`src/rtl/swt16_pkg.sv`:
```
// -----------------------------------------------------------------------------
// swt16_pkg
// Shared definitions for the swt16 core: datapath width constants, the
// memory-access stage FSM state encoding and the default DMEM timeout.
// No ports (package).
// -----------------------------------------------------------------------------
package swt16_pkg;

   localparam int DMEM_ADDR_WIDTH = 12;
   localparam int DMEM_WORD_WIDTH = 16;
   localparam int IALU_WORD_WIDTH = 16;
   localparam int PC_WIDTH        = 12;
   localparam int PMEM_WORD_WIDTH = 16;
   localparam int REG_IDX_WIDTH   = 4;

   // Cycles to wait for the data-memory ack before the access is aborted.
   localparam int DMEM_TIMEOUT    = 15;

   typedef enum logic {
      MA_IDLE = 1'b0,
      MA_WAIT = 1'b1
   } ma_state_e;

endpackage : swt16_pkg

```
`src/rtl/dmem_req_fsm.sv`:
```
// -----------------------------------------------------------------------------
// dmem_req_fsm
// Request sequencer of the memory-access stage: IDLE/WAIT FSM, timeout
// counter, and generation of req / stall / completion / abort / err.
// Ports:
//   clock, reset           rising-edge clock, synchronous active-high reset
//   in_op_valid            a load or store is held in the stage register
//   in_op_illegal          load and store were both requested
//   in_ack                 memory completes the current access
//   out_req                request to the data memory
//   out_stall              upstream must hold its outputs
//   out_complete           the held operation finishes this cycle
//   out_abort              the held operation finishes by timeout
//   out_err                one-cycle pulse: timeout or illegal op
// -----------------------------------------------------------------------------
module dmem_req_fsm
   import swt16_pkg::*;
#(
   parameter int TIMEOUT = DMEM_TIMEOUT
) (
   input  logic clock,
   input  logic reset,
   input  logic in_op_valid,
   input  logic in_op_illegal,
   input  logic in_ack,
   output logic out_req,
   output logic out_stall,
   output logic out_complete,
   output logic out_abort,
   output logic out_err
);

   localparam int CNT_W = (TIMEOUT < 1) ? 1 : $clog2(TIMEOUT + 1);
   localparam logic [CNT_W-1:0] CNT_LIMIT = CNT_W'(TIMEOUT);

   ma_state_e        r_state;
   ma_state_e        w_state_nxt;
   logic [CNT_W-1:0] r_cnt;
   logic [CNT_W-1:0] w_cnt_nxt;
   logic             w_req;
   logic             w_complete;
   logic             w_abort;
   logic             w_err;

   // NOTE: sequential state uses non-blocking assignments so every register
   // samples the pre-edge values, independent of statement order.
   always_ff @(posedge clock) begin
      if (reset) begin
         r_state <= MA_IDLE;
         r_cnt   <= '0;
      end else begin
         r_state <= w_state_nxt;
         r_cnt   <= w_cnt_nxt;
      end
   end

   // NOTE: every signal written here gets a default first, so no path
   // through the case leaves a value unassigned and no latch is inferred.
   always_comb begin
      w_state_nxt = r_state;
      w_cnt_nxt   = r_cnt;
      w_req       = 1'b0;
      w_complete  = 1'b0;
      w_abort     = 1'b0;
      w_err       = 1'b0;
      unique case (r_state)
         MA_IDLE: begin
            if (in_op_valid) begin
               w_req = 1'b1;
               // The illegal-combination flag fires once, in the issue cycle.
               w_err = in_op_illegal;
               if (in_ack) begin
                  w_complete = 1'b1;
               end else begin
                  w_state_nxt = MA_WAIT;
                  w_cnt_nxt   = CNT_W'(1);
               end
            end
         end
         MA_WAIT: begin
            w_req = 1'b1;
            if (in_ack) begin
               // A late ack wins over a simultaneous timeout.
               w_complete  = 1'b1;
               w_state_nxt = MA_IDLE;
               w_cnt_nxt   = '0;
            end else if (r_cnt == CNT_LIMIT) begin
               w_complete  = 1'b1;
               w_abort     = 1'b1;
               w_err       = 1'b1;
               w_state_nxt = MA_IDLE;
               w_cnt_nxt   = '0;
            end else begin
               w_cnt_nxt = r_cnt + CNT_W'(1);
            end
         end
         default: begin
            w_state_nxt = MA_IDLE;
            w_cnt_nxt   = '0;
         end
      endcase
   end

   // Outputs are forced low while reset is high, which also drops an
   // outstanding request immediately without an error pulse.
   assign out_req      = w_req      & ~reset;
   assign out_complete = w_complete & ~reset;
   assign out_abort    = w_abort    & ~reset;
   assign out_err      = w_err      & ~reset;
   assign out_stall    = in_op_valid & ~w_complete & ~reset;

endmodule : dmem_req_fsm

```
`src/rtl/mem_access.sv`:
```
// -----------------------------------------------------------------------------
// mem_access
// Memory-access stage of the swt16 core (between EX and WB). Captures the EX
// outputs into a stage register, issues loads/stores on a req/ack data-memory
// port with variable latency, stalls upstream while an access is outstanding
// and returns either the load word or the IALU result to WB.
// Ports:
//   clock, reset                  rising-edge clock, sync active-high reset
//   in_act_*                      load / store / register-write actions
//   in_dmem_rd/wr_addr, wr_word   access addresses and store data
//   in_instr, in_pc               passed through to WB
//   in_res, in_res_reg_idx        EX result and destination register
//   in_dmem_ack, in_dmem_rdata    memory completion and load data
//   out_dmem_req/we/addr/wdata    data-memory request
//   out_stall                     upstream must hold
//   out_act_write_res_to_reg      WB write enable
//   out_res, out_res_reg_idx      result and destination register
//   out_res_valid                 out_res usable for forwarding
//   out_instr, out_pc             passed through
//   out_dmem_err                  pulse: timeout or illegal load+store
// -----------------------------------------------------------------------------
module mem_access
   import swt16_pkg::*;
#(
   parameter int P_DMEM_ADDR_WIDTH = DMEM_ADDR_WIDTH,
   parameter int P_DMEM_WORD_WIDTH = DMEM_WORD_WIDTH,
   parameter int P_IALU_WORD_WIDTH = IALU_WORD_WIDTH,
   parameter int P_PC_WIDTH        = PC_WIDTH,
   parameter int P_PMEM_WORD_WIDTH = PMEM_WORD_WIDTH,
   parameter int P_REG_IDX_WIDTH   = REG_IDX_WIDTH,
   parameter int P_DMEM_TIMEOUT    = DMEM_TIMEOUT
) (
   input  logic                         clock,
   input  logic                         reset,
   input  logic                         in_act_load_dmem,
   input  logic                         in_act_store_dmem,
   input  logic                         in_act_write_res_to_reg,
   input  logic [P_DMEM_ADDR_WIDTH-1:0] in_dmem_rd_addr,
   input  logic [P_DMEM_ADDR_WIDTH-1:0] in_dmem_wr_addr,
   input  logic [P_DMEM_WORD_WIDTH-1:0] in_dmem_wr_word,
   input  logic [P_PMEM_WORD_WIDTH-1:0] in_instr,
   input  logic [P_PC_WIDTH-1:0]        in_pc,
   input  logic [P_IALU_WORD_WIDTH-1:0] in_res,
   input  logic [P_REG_IDX_WIDTH-1:0]   in_res_reg_idx,
   input  logic                         in_dmem_ack,
   input  logic [P_DMEM_WORD_WIDTH-1:0] in_dmem_rdata,
   output logic                         out_dmem_req,
   output logic                         out_dmem_we,
   output logic [P_DMEM_ADDR_WIDTH-1:0] out_dmem_addr,
   output logic [P_DMEM_WORD_WIDTH-1:0] out_dmem_wdata,
   output logic                         out_stall,
   output logic                         out_act_write_res_to_reg,
   output logic [P_IALU_WORD_WIDTH-1:0] out_res,
   output logic [P_REG_IDX_WIDTH-1:0]   out_res_reg_idx,
   output logic                         out_res_valid,
   output logic [P_PMEM_WORD_WIDTH-1:0] out_instr,
   output logic [P_PC_WIDTH-1:0]        out_pc,
   output logic                         out_dmem_err
);

   // Stage register
   logic                         r_ld;
   logic                         r_st;
   logic                         r_wr_res;
   logic [P_DMEM_ADDR_WIDTH-1:0] r_rd_addr;
   logic [P_DMEM_ADDR_WIDTH-1:0] r_wr_addr;
   logic [P_DMEM_WORD_WIDTH-1:0] r_wr_word;
   logic [P_PMEM_WORD_WIDTH-1:0] r_instr;
   logic [P_PC_WIDTH-1:0]        r_pc;
   logic [P_IALU_WORD_WIDTH-1:0] r_res;
   logic [P_REG_IDX_WIDTH-1:0]   r_res_reg_idx;

   logic w_op;
   logic w_is_store;
   logic w_stall;
   logic w_complete;
   logic w_abort;

   assign w_op       = r_ld | r_st;
   // A simultaneous load+store is treated as a load; the store is dropped.
   assign w_is_store = r_st & ~r_ld;

   always_ff @(posedge clock) begin
      if (reset) begin
         r_ld          <= 1'b0;
         r_st          <= 1'b0;
         r_wr_res      <= 1'b0;
         r_rd_addr     <= '0;
         r_wr_addr     <= '0;
         r_wr_word     <= '0;
         r_instr       <= '0;
         r_pc          <= '0;
         r_res         <= '0;
         r_res_reg_idx <= '0;
      end else if (!w_stall) begin
         r_ld          <= in_act_load_dmem;
         r_st          <= in_act_store_dmem;
         r_wr_res      <= in_act_write_res_to_reg;
         r_rd_addr     <= in_dmem_rd_addr;
         r_wr_addr     <= in_dmem_wr_addr;
         r_wr_word     <= in_dmem_wr_word;
         r_instr       <= in_instr;
         r_pc          <= in_pc;
         r_res         <= in_res;
         r_res_reg_idx <= in_res_reg_idx;
      end
   end

   dmem_req_fsm #(
      .TIMEOUT (P_DMEM_TIMEOUT)
   ) u_dmem_req_fsm (
      .clock         (clock),
      .reset         (reset),
      .in_op_valid   (w_op),
      .in_op_illegal (r_ld & r_st),
      .in_ack        (in_dmem_ack),
      .out_req       (out_dmem_req),
      .out_stall     (w_stall),
      .out_complete  (w_complete),
      .out_abort     (w_abort),
      .out_err       (out_dmem_err)
   );

   assign out_stall = w_stall;

   always_comb begin
      out_dmem_we              = 1'b0;
      out_dmem_addr            = '0;
      out_dmem_wdata           = '0;
      out_act_write_res_to_reg = 1'b0;
      out_res                  = '0;
      out_res_reg_idx          = '0;
      out_res_valid            = 1'b0;
      out_instr                = '0;
      out_pc                   = '0;
      if (!reset) begin
         out_dmem_we     = w_is_store;
         out_dmem_addr   = r_ld ? r_rd_addr : (r_st ? r_wr_addr : '0);
         out_dmem_wdata  = w_is_store ? r_wr_word : '0;
         out_instr       = r_instr;
         out_pc          = r_pc;
         out_res_reg_idx = r_res_reg_idx;
         if (!w_op) begin
            // Pass-through: no added latency.
            out_res                  = r_res;
            out_res_valid            = 1'b1;
            out_act_write_res_to_reg = r_wr_res;
         end else if (w_abort) begin
            // Timed-out access completes with a zero, non-writing result.
            out_res = '0;
         end else if (r_ld) begin
            out_res                  = w_complete ? in_dmem_rdata : r_res;
            out_res_valid            = w_complete;
            out_act_write_res_to_reg = w_complete & r_wr_res;
         end else begin
            out_res = r_res;
         end
      end
   end

endmodule : mem_access

```
`config.mk`:
```
export PLATFORM = sky130hd
export DESIGN_NAME = mem_access
export DESIGN_NICKNAME = d
export VERILOG_FILES = /design/src/rtl/swt16_pkg.sv /design/src/rtl/dmem_req_fsm.sv /design/src/rtl/mem_access.sv
export SDC_FILE = /design/constraint.sdc
export NUM_CORES = 1
export LEC_CHECK = 0
export ABC_CLOCK_PERIOD_IN_PS = 1900
export BUFFER_PORTS_ARGS = -buffer_cell sky130_fd_sc_hd__buf_4
export CORE_MARGIN = 2
export CORE_UTILIZATION = 44
export DETAILED_ROUTE_END_ITERATION = 6
export PLACE_DENSITY = 0.74
export SLEW_MARGIN = 20
export SYNTH_ARGS = -nofsm -noshare
export SYNTH_HDL_FRONTEND = slang
export SYNTH_SLANG_ARGS = --single-unit
```
`constraint.sdc`:
```
create_clock -name clock -period 1.9 [get_ports clock]
set_clock_uncertainty 0.05 [all_clocks]
set_input_delay 0.38 -clock clock [delete_from_list [all_inputs] [get_ports clock]]
set_output_delay 0.38 -clock clock [all_outputs]
set_load 0.01 [all_outputs]
```
Yosys cells after proc, flatten, opt, wreduce, memory -nomap -nowiden
Index checks and enable logic that the tools add are counted.
- add/sub/neg operators: 1
- $mul: 0
- div/mod/pow operators: 0
- order comparisons: 0
- equal/unequal tests: 3
- shift-type cells: 0
- multiplexer cells: 43
- bitwise logic cells: 14
- reduce and logical (&&, ||, !) cells: 1
- operator list (kind ; number):
    2-to-1 mux 16 bit ; 8
    2-to-1 mux 12 bit ; 4
    2-to-1 mux 1 bit ; 21
    2-to-1 mux 4 bit ; 5
    AND 1 bit ; 9
    one-hot mux 1 bit (2 select lines) ; 4
    one-hot mux 4 bit (2 select lines) ; 1
    adder 4 x 1 -> 4 bit, second input constant ; 1
    equality test 4 bit, second input constant ; 1
    inverter 1 bit ; 4
    inequality test 2 x 1 -> 1 bit, second input constant ; 1
    inequality test 2 bit, second input constant ; 1
    AND reduction 2 bit ; 1
    bitwise OR 1 bit ; 1
- register bits: 96
- latch bits: 0
- bits in writable memories: 0
- ROM bits: 0
- input port bits: 110
- output and inout port bits: 82
- word-level logic and storage cells: 74
- memories: 0

Longest topological paths before layout
- depth after elaboration: 10
- mapped depth: 6
- mapped depth without buffers: 4

Cells and area by module
A second synthesis with hierarchy kept.
- cell total of the unflattened synthesis: 469
- area total of the unflattened synthesis: 4533.1 um2
- modules (own cells, without submodules) (module ; instances ; cells each ; area an instance (um2) ; sequential area each (um2)):
    mem_access ; 1 ; 429 ; 4229.1 ; 1821.7
    dmem_req_fsm ; 1 ; 40 ; 304.0 ; 100.1

Least setup slack after synthesis
Ideal clock, no wire load.
- path kind: flip-flop to output port
- from: reg u_dmem_req_fsm.r_cnt[0]
- to: out out_res[15]
- arrival time: 1.522 ns
- required time: 1.470 ns
- slack: -0.052 ns
- stages on the path, launching flop included: 6
- path buffers: 1
- path through: dfxtp_1 > ha_1 > and4_1 > buf_6 > a21o_4 > a311oi_1
- word-level cells in the longest chain between the ends: 10
- elaborated cells between the ends (all ways): 13
- classes of those cells: eq/ne (1); mux (10); bitwise (2)
- RTL lines (element ; RTL line ; text):
    from (decl) ; dmem_req_fsm.sv:38 ; logic [CNT_W-1:0] r_cnt;
    from (signal assigned) ; dmem_req_fsm.sv:53 ; r_cnt <= w_cnt_nxt;
    equality test 4 bit * ; dmem_req_fsm.sv:87 ; end else if (r_cnt == CNT_LIMIT) begin
    2-to-1 mux 1 bit * ; dmem_req_fsm.sv:87 ;
    2-to-1 mux 1 bit ; dmem_req_fsm.sv:82 ; if (in_ack) begin
    one-hot mux 1 bit (2 select lines) ; dmem_req_fsm.sv:66 ; unique case (r_state)
    AND 1 bit ; dmem_req_fsm.sv:107 ; assign out_complete = w_complete & ~reset;
    2-to-1 mux 16 bit ; mem_access.sv:152 ; out_res = w_complete ? in_dmem_rdata : r_res;
    2-to-1 mux 16 bit ; mem_access.sv:151 ; end else if (r_ld) begin
    2-to-1 mux 16 bit * ; mem_access.sv:148 ; end else if (w_abort) begin
    2-to-1 mux 16 bit * ; mem_access.sv:143 ; if (!w_op) begin
    2-to-1 mux 16 bit * ; mem_access.sv:136 ; if (!reset) begin
    to (decl) ; mem_access.sv:53 ; output logic [P_IALU_WORD_WIDTH-1:0] out_res,
Mark *: on every way between the ends. The rest lies on a longest branch, timed or not.

Worst setup path in the final report
- from: reg u_dmem_req_fsm.r_cnt[1]
- to: out out_res[12]
Same word-level chain as after synthesis.

==> flow_metrics.py <==
metrics = {
    "route": {
        "drt_pass1_iterations": 4,
        "drt_wl_total_um": 15100,
        "drtIter0Drc": 331,
        "vias": 5119,
        "remaining_drc_errors": 0,
        "viasPerCell": 5.64,
        "drt.antenna.violating_nets": 0,
        "wl_per_cell_um": 16.7,
    },
    "floorplan": {
        "start_util_pct": 44.9,
        "die_x_um": 106,
        "core_um2": 10300,
        "io_pins": 192,
        "rows": 37,
        "die_h_um": 106,
        "die_area_um2": 11300,
    },
    "run_status": {
        "violations": "setup timing",
        "status": "complete, but fails checks",
    },
    "final_layout": {
        "utilization_pct": 67.9,
        "area_growth_syn_to_layout_pct": 51.1,
        "mostFrequentLayoutCells": "195 x buf_4, 115 x a21oi_1, 93 x dfxtp_1, 91 x nand3_1, 82 x o21ai_0",
        "layout_commonest_cell": "buf_4",
        "fin_cells": 907,
        "num_antenna_cells": 0,
        "final_nets": 878,
        "drive_gt1_share_pct": 40.3,
    },
    "grt": {
        "grt_max_degree": 55,
        "antenna_found_initial": 0,
        "grt_util_all_layers_pct": 23.6,
        "globalRouteOverflowTotal": 0,
        "grt_first_pass_wirelength_um": 21800,
        "grt_pass1_vias": 4599,
    },
    "timing": {
        "worst_slack_ns": -0.241,
        "slew_headroom_pct": 67.8,
        "tns_ns": -5.74,
        "fin_crit_ns": 2.14,
        "setup_viol": 49,
        "worst_pin_slew_ns": 0.483,
        "finalHoldViolCount": 0,
        "period_share_pct": 113,
        "rsz0062_at_grt": "true",
        "slew_viol_final": 0,
        "fmax_ghz": 0.467,
    },
    "critical_path": {
        "r2r-start": "u_dmem_req_fsm.r_cnt[1]",
        "critPathKind": "flop to output pin",
        "critical_path.max_stage_delay_ns": 0.35,
        "end_kind": "output pin",
        "critical_path_buf_inv_count": 1,
        "cp_cell_sequence": "ha_4 -> and4_4 -> a21o_4 -> a211oi_2 -> buf_4",
        "cp.arrival_ns": 1.71,
        "critPathTopFamily": "compound AO/OA/AOI/OAI gates",
        "startpoint": "u_dmem_req_fsm.r_cnt[1]",
        "cpMaxStageDelayCell": "dfxtp_2",
        "crit_required_ns": 1.47,
        "cp-start-kind": "flop",
        "cp_max_fo": 8,
    },
    "worst_hold_path": {
        "min_from": "in_instr[10]",
        "hold_path.class": "input pin to flop",
    },
    "clocking": {
        "htree_levels": 3,
        "ctsHoldBuffers": 0,
        "cts_sinks": 96,
        "cts_buffer_depth": 2,
        "insertion_delay_ns": 0.35,
        "root_buffer": "clkbuf_8",
        "cts_tree": "done",
        "clk_pin_slew_ns": 0.10,
        "cts_made_buffers": 9,
    },
    "yosys": {
        "syn_nets": 693,
        "yosysUniqueCellTypes": 41,
        "ys_warn_count": 0,
        "yosysSeqAreaShare_pct": 41.6,
        "synth.avg_cell_area_um2": 7.93,
        "netlist_area_um2": 4620,
        "ys_seq_elements": 96,
        "netlist_instances": 582,
    },
    "pwr": {
        "leakage_nw": 2.85,
        "ir_drop_mv": 0.367,
        "p_per_area_nw_per_um2": 663,
    },
    "job": {
        "drv_cap": 0,
    },
    "placement": {
        "place_congestion": 0.827,
        "dp.cells": 873,
        "dp_hpwl_um": 9330,
        "portBuffers": 191,
    },
}
## worst min-delay path, delay by kind of cell
| family | cells | cell delay (ns) |
|---|---|---|
| AO/OA/AOI/OAI | 2 | 0.12 |
| buffers and inverters | 1 | 0.11 |
## layer usage
layer  vias up  GRT usage (%)  wire, um
met4         0           6.96       244
met1      2439           29.6      6140
met3        24           6.81      1200
met2       198           39.4      7540
met5         -              0         0
li1       2458              -         -
## power breakdown
part           switching (W)  total (W)  internal (W)
logic               0.000487    0.00101      0.000522
registers          0.0000766    0.00223       0.00216
clock network       0.000709    0.00138      0.000676
## cell usage after synthesis
master,count,area share [%]
a211oi_1,5,0.81
a211oi_2,10,2.7
a21o_4,1,0.33
a21oi_1,121,13
a22o_1,12,2.3
a311oi_1,1,0.19
a31o_2,1,0.19
a31oi_1,1,0.14
a32o_1,1,0.22
a32oi_1,1,0.19
and2_1,17,2.3
and3b_1,1,0.19
and4_1,1,0.19
buf_1,1,0.081
buf_2,21,2.3
buf_4,5,0.81
buf_6,3,0.73
clkbuf_1,29,2.4
clkbuf_2,9,0.98
dfxtp_1,96,42
ha_1,1,0.27
inv_1,2,0.16
nand2_1,3,0.24
nand2b_1,1,0.14
nand3_1,91,9.9
nand3b_1,2,0.33
nand4_1,2,0.27
nor2_1,4,0.33
nor2b_1,36,4.9
nor3_1,2,0.22
nor3b_1,1,0.16
nor4_1,1,0.14
nor4b_1,1,0.19
o21a_1,1,0.16
o21ai_0,89,9.6
o21ba_2,1,0.22
o21bai_1,1,0.16
o22ai_1,1,0.14
o2bb2ai_1,2,0.38
or2_2,1,0.14
or3_1,2,0.27
## cell families (layout without fill, tap and decap cells)
logic type,Yosys count,in the layout,share of synthesized area [%]
flops,96,96,41.6
simple gates,166,166,19.8
compound gates,249,250,30.9
buf+inv,70,258,7.40
fa+ha+maj,1,1,0.271
## worst paths after layout
kind                 endpoint  slack, ns  depth (start not counted)
setup / recovery  out_res[12]      -0.24                          5
hold / removal    r_instr[10]       0.23                          3
setup reg to reg   r_instr[0]       0.05                          9
hold reg to reg    r_instr[6]       0.41                          2
## layout make-up
type / instances / area [um2]
clock buffers: 11 / 151
clock inverters: 4 / 53.8
fillers: 850 / 3300
inverters: 2 / 7.51
multi-input cells: 417 / 2530
flip-flops and latches: 96 / 1930
well taps: 136 / 170
repair buffers: 241 / 2140
## registers in the layout, indices dropped and copies added (netlist names), 4 cells and up
| name | flops |
|---|---|
| r_res | 16 |
| r_wr_word | 16 |
| r_rd_addr | 12 |
| r_instr | 16 |
| r_res_reg_idx | 4 |
| r_wr_addr | 12 |
| u_dmem_req_fsm.r_cnt | 4 |
| r_pc | 12 |
## repair_timing
action                                 in CTS  in global routing
endpoints found under the hold margin       0                  0
cloned                                      2                  7
setup endpoints to repair                  98                 57
pin swaps                                   6                 38
resized for setup                          18                 64
setup buffers                               5                  6
## per-stage QoR
stage                     hold slack [ns]  instance area, um2  setup WS (ns)  power (W)
after floorplan                     0.389                4630         0.0257    0.00274
after global routing                0.228                6970         -0.285    0.00485
after detailed placement            0.401                6250        -0.0763    0.00318
after global placement              0.395                6250        -0.0113    0.00315
final                               0.234                6970         -0.241    0.00463
after CTS                           0.218                6610         -0.229    0.00457
Note: power is estimated with default switching activity, not from simulation.
